**src/rtl/des_key_schedule.sv**
```systemverilog
// Iterative DES key schedule: PC-1 once at start, then C/D rotation and PC-2 per handshake.
// Optional weak-key flag enabled by defining DES_WEAK_KEY_DETECT_EN.
module des_key_schedule #(
    parameter int NUM_ROUNDS = 16
) (
    input  logic        clk,
    input  logic        rst_n,
    input  logic [63:0] key_in,
    input  logic        decrypt,
    input  logic        start,
    output logic        busy,
    output logic [47:0] round_key,
    output logic        round_key_valid,
    input  logic        round_key_ready,
    output logic [3:0]  round_idx,
    output logic        done,
    output logic        weak_key
);

    typedef enum logic [1:0] {
        IDLE,
        RUN,
        DONE
    } state_t;

    localparam logic [3:0] LAST = 4'(NUM_ROUNDS - 1);

    localparam int PC1 [56] = '{
        57, 49, 41, 33, 25, 17,  9,
         1, 58, 50, 42, 34, 26, 18,
        10,  2, 59, 51, 43, 35, 27,
        19, 11,  3, 60, 52, 44, 36,
        63, 55, 47, 39, 31, 23, 15,
         7, 62, 54, 46, 38, 30, 22,
        14,  6, 61, 53, 45, 37, 29,
        21, 13,  5, 28, 20, 12,  4
    };

    localparam int PC2 [48] = '{
        14, 17, 11, 24,  1,  5,
         3, 28, 15,  6, 21, 10,
        23, 19, 12,  4, 26,  8,
        16,  7, 27, 20, 13,  2,
        41, 52, 31, 37, 47, 55,
        30, 40, 51, 45, 33, 48,
        44, 49, 39, 56, 34, 53,
        46, 42, 50, 36, 29, 32
    };

    // DES numbers bits from 1 at the MSB, so DES bit n sits at vector index width-n.
    function automatic logic [55:0] pc1_f(input logic [63:0] k);
        logic [55:0] r;
        r = '0;
        for (int i = 0; i < 56; i++) begin
            r[6'(55 - i)] = k[6'(64 - PC1[i])];
        end
        return r;
    endfunction

    function automatic logic [47:0] pc2_f(input logic [55:0] cd);
        logic [47:0] r;
        r = '0;
        for (int i = 0; i < 48; i++) begin
            r[6'(47 - i)] = cd[6'(56 - PC2[i])];
        end
        return r;
    endfunction

    function automatic logic [1:0] shamt_f(input logic [3:0] rnd);
        logic [1:0] s;
        case (rnd)
            4'd0, 4'd1, 4'd8, 4'd15: s = 2'd1;
            default:                 s = 2'd2;
        endcase
        return s;
    endfunction

    function automatic logic [27:0] rol_f(input logic [27:0] x,
                                          input logic [1:0]  n);
        return (n == 2'd2) ? {x[25:0], x[27:26]} : {x[26:0], x[27]};
    endfunction

    function automatic logic [27:0] ror_f(input logic [27:0] x,
                                          input logic [1:0]  n);
        return (n == 2'd2) ? {x[1:0], x[27:2]} : {x[0], x[27:1]};
    endfunction

    state_t      state_q, state_d;
    logic [27:0] c_q, c_d;
    logic [27:0] d_q, d_d;
    logic [47:0] rk_q, rk_d;
    logic [3:0]  idx_q, idx_d;
    logic        dir_q, dir_d;
    logic        key_upd;

    logic [55:0] cd0;
    logic [27:0] c0;
    logic [27:0] d0;
    logic [1:0]  enc_sh;
    logic [1:0]  dec_sh;
    logic        unused_parity;

    assign cd0    = pc1_f(key_in);
    assign c0     = cd0[55:28];
    assign d0     = cd0[27:0];
    assign enc_sh = shamt_f(idx_q + 4'd1);
    assign dec_sh = shamt_f(LAST - idx_q);

    assign unused_parity = ^{key_in[56], key_in[48], key_in[40], key_in[32],
                             key_in[24], key_in[16], key_in[8],  key_in[0]};

    always_comb begin
        state_d = state_q;
        c_d     = c_q;
        d_d     = d_q;
        idx_d   = idx_q;
        dir_d   = dir_q;
        key_upd = 1'b0;
        unique case (state_q)
            IDLE: begin
                if (start) begin
                    state_d = RUN;
                    dir_d   = decrypt;
                    idx_d   = 4'd0;
                    key_upd = 1'b1;
                    // Decrypt starts at K16, whose C16/D16 equal C0/D0.
                    c_d     = decrypt ? c0 : rol_f(c0, 2'd1);
                    d_d     = decrypt ? d0 : rol_f(d0, 2'd1);
                end
            end
            RUN: begin
                if (round_key_ready) begin
                    if (idx_q == LAST) begin
                        state_d = DONE;
                        idx_d   = 4'd0;
                    end else begin
                        idx_d   = idx_q + 4'd1;
                        key_upd = 1'b1;
                        c_d     = dir_q ? ror_f(c_q, dec_sh) : rol_f(c_q, enc_sh);
                        d_d     = dir_q ? ror_f(d_q, dec_sh) : rol_f(d_q, enc_sh);
                    end
                end
            end
            DONE: begin
                state_d = IDLE;
            end
            default: begin
                state_d = IDLE;
            end
        endcase
    end

    // The key register is loaded from the next C/D so it is valid one cycle after start.
    assign rk_d = key_upd ? pc2_f({c_d, d_d}) : rk_q;

    always_ff @(posedge clk or negedge rst_n) begin
        if (!rst_n) begin
            state_q <= IDLE;
            c_q     <= '0;
            d_q     <= '0;
            rk_q    <= '0;
            idx_q   <= '0;
            dir_q   <= 1'b0;
        end else begin
            state_q <= state_d;
            c_q     <= c_d;
            d_q     <= d_d;
            rk_q    <= rk_d;
            idx_q   <= idx_d;
            dir_q   <= dir_d;
        end
    end

    assign busy            = (state_q == RUN);
    assign round_key_valid = (state_q == RUN);
    assign done            = (state_q == DONE);
    assign round_key       = rk_q;
    assign round_idx       = idx_q;

`ifdef DES_WEAK_KEY_DETECT_EN
    logic weak_q, weak_d;

    always_comb begin
        weak_d = weak_q;
        if (state_q == IDLE && start) begin
            weak_d = ((c0 == '0) || (c0 == '1)) && ((d0 == '0) || (d0 == '1));
        end
    end

    always_ff @(posedge clk or negedge rst_n) begin
        if (!rst_n) begin
            weak_q <= 1'b0;
        end else begin
            weak_q <= weak_d;
        end
    end

    assign weak_key = weak_q;
`else
    assign weak_key = 1'b0;
`endif

endmodule

```
**config.mk**
```make
export PLATFORM = sky130hd
export DESIGN_NAME = des_key_schedule
export DESIGN_NICKNAME = d
export VERILOG_FILES = /design/src/rtl/des_key_schedule.sv
export SDC_FILE = /design/constraint.sdc
export NUM_CORES = 1
export LEC_CHECK = 0
export CAP_MARGIN = 5
export CORE_ASPECT_RATIO = 0.9
export CORE_MARGIN = 2
export CORE_UTILIZATION = 40
export CTS_BUF_LIST = sky130_fd_sc_hd__clkbuf_8 sky130_fd_sc_hd__clkbuf_16
export CTS_CLUSTER_SIZE = 8
export DETAILED_ROUTE_END_ITERATION = 7
export PLACE_DENSITY = 0.71
export SLEW_MARGIN = 40
export SYNTH_ARGS = -nofsm -noshare
export SYNTH_HDL_FRONTEND = slang
export SYNTH_SLANG_ARGS = --single-unit
```
**constraint.sdc**
```tcl
create_clock -name clk -period 6.1 [get_ports clk]
set_clock_uncertainty 0.15 [all_clocks]
set_input_delay 1.83 -clock clk [delete_from_list [all_inputs] [get_ports clk]]
set_output_delay 1.83 -clock clk [all_outputs]
set_load 0.02 [all_outputs]
```
==> impl_metrics.yaml <==
sta:
  tns_ns: 0
  min_period_ns: 4.54
  hold_viol: 0
  fmax_mhz: 220
  worstMarginPinSlew_ns: 0.876
  period_share: 0.745
  hold_slack_ns: 0.338
  setup_viol: 0
  setup_ws_ns: 1.56
  drv_slew: 0
  slew-limit-headroom: 0.416
  rsz0062_at_grt: "no"
floorplan:
  fp.dieW_um: 135
  initial_core_util: 0.406
  rows: 43
  io_pins: 125
  core_um2: 15300
  die_h_um: 122
  die-area_um2: 16500
outcome:
  outcome: "finished, final reports clean"
critical_path:
  start_kind: "register"
  r2r-end: "round_key[19]"
  reg2reg_from: "round_idx[0]"
  critPathKind: "register to output port"
  critical_path_arrival_ns: 2.56
  crit_fanout: 25
  setup.worst_path.start: "state_q[1]"
  timing.reg2reg.worst_path_depth: 8
  reg2reg_slack_ns: 3.11
  worstPathRequired_ns: 4.12
  end_kind: "output port"
drt:
  first_pass_iters: 6
  wirelength_um: 18100
  wl_per_cell_um: 19.5
  vias: 5758
  drt-initial-drc-count: 631
  vias_per_cell: 6.20
  drc: 0
  ant_nets: 0
clock_network:
  path_clk_slew_ns: 0.07
  hold_buffers: 0
  post-cts-setup-buffers: 0
  cts_tree: "built"
  clockBufferDepth: 2
  numCtsBuffers: 9
  clockRootBuffer: "clkbuf_16"
  cts_sinks: 89
  ctsResizeCount: 0
  htreeDepth: 3
  clk_latency_ns: 0.35
hold_path:
  worstHoldEndpoint: "round_key[18]"
  hold_path.class: "register to register"
  whs_path_depth: 2
  hp-start: "round_key[18]"
logic_synthesis:
  syn_area_um2: 6200
  synth_edf_count: 0
  yosys_warnings: 0
  synth_top_cell_area_share: 0.359
  synth_seq_cells: 89
  netlist-cell-type-count: 59
  synth_area_leader_cell: "dfrtp_1"
  yosysSeqAreaShare: 0.359
  avgSynthCellArea_um2: 8.90
  synth-main-ff-cell: "dfrtp_1"
  synthArstFlopShare: 1.00
  synthTopCellsByArea: "dfrtp_1 36%, mux2i_1 14%, nand2_1 5.4%"
  syn_inst: 697
  synthTopCellsByCount: "89 x dfrtp_1, 89 x nand2_1, 86 x mux2i_1"
place:
  port-buffer-count: 53
  place_ws_ns: 1.70
  place_congestion: 0.898
  hpwl_um: 12100
global_routing:
  use_met3: 0.0358
  gr-usage-met2: 0.354
  grt_pass1_vias: 5354
  track_usage: 0.223
  antenna_found_initial: 0
  grt_start_max_net_pins: 52
  top_usage_layer: "met2"
  grt_pass1_wl_um: 29300
  use_met1: 0.315
  grt_overflow: 0
power_and_ir_drop:
  pwr_density_cell_nw_per_um2: 610
  fin_total_pwr_uw: 4350
  irDropWorstVdd_v: 0.000294
  p_leak_uw: 0.00310
finish:
  final_core_util: 0.466
  synthToLayoutAreaGrowth_pct: 14.8
  diodes: 0
  num-fill-cells: 1471
  drive_gt1_frac: 0.0826
  nets: 795
run:
  max-cap-violations: 0
-- where the power goes --
| group | internal, uW | switching [uW] | leakage, uW |
|---|---|---|---|
| clock network | 410 | 242 | 0.000170 |
| logic | 1050 | 1440 | 0.00180 |
| registers | 866 | 339 | 0.00113 |
| total | 2320 | 2020 | 0.00310 |
-- cell usage in the layout (no fill, tap or decap), drive strengths merged, types with 8 or more instances in the layout --
cell,n
inv,12
clkdlybuf4s50,52
a32o,18
a22oi,8
a21oi,34
mux2i,86
conb,23
o31ai,20
o221ai,31
o21ai,31
nand3,14
buf,22
clkbuf,10
nand2,89
mux2,8
nor3,13
a31oi,20
a21o,10
dfrtp,89
nor2,55
-- worst max-delay path: stages, from the launching register on --
cell and delay [ns]:
dfrtp_1 0.36, buf_4 0.22, inv_1 0.38, nand2_1 0.31, inv_1 0.28, clkdlybuf4s50_1 0.66
-- state kept, by name, summed over array words and instances (netlist names) --
| register | cells |
|---|---|
| round_key | 26 |
| d_q | 28 |
| c_q | 28 |
| state_q | 2 |
| round_idx | 4 |
| dir_q | 1 |
-- kinds of logic (layout without fill, tap and decap cells) --
family / count (synthesis) / in the layout / synth area share
other cells: 1 / 23 / 0.000604
buf+inv: 94 / 101 / 0.0825
compound gates: 217 / 217 / 0.253
simple gates: 197 / 197 / 0.142
mux: 94 / 94 / 0.153
fa+ha+maj: 5 / 5 / 0.0101
flops: 89 / 89 / 0.359
-- metrics by stage --
stage	instances	instance area (um^2)
6_report	928	7120
5_1_grt	928	7120
4_1_cts	927	7100
3_5_place_dp	911	6760
3_3_place_gp	909	6730
2_1_floorplan	719	6290
-- area by class of cell --
cell class / instances / area (um^2) / share of cell area
Tap cell: 202 / 253 / 0.0355
Clock buffer: 10 / 239 / 0.0336
Inverter: 11 / 41.3 / 0.00580
Multi-Input combinational cell: 536 / 3550 / 0.499
Clock inverter: 6 / 106 / 0.0149
Timing Repair Buffer: 74 / 702 / 0.0986
Sequential cell: 89 / 2230 / 0.313
-- metal layers --
metal	share of wire	routed length, um
met2	0.47	8440
met3	0.076	1370
met5	0	0
met1	0.44	7920
met4	0.019	340
-- worst max-delay path by stage --
stage	to	cells after the start
after floorplan	round_key_valid	6
after global placement	d_q[13]	6
after detailed placement	round_key[9]	6
after CTS	round_key_valid	5
after global routing	busy	5
final	round_key_valid	5
Note: power is estimated with default switching activity, not from simulation.
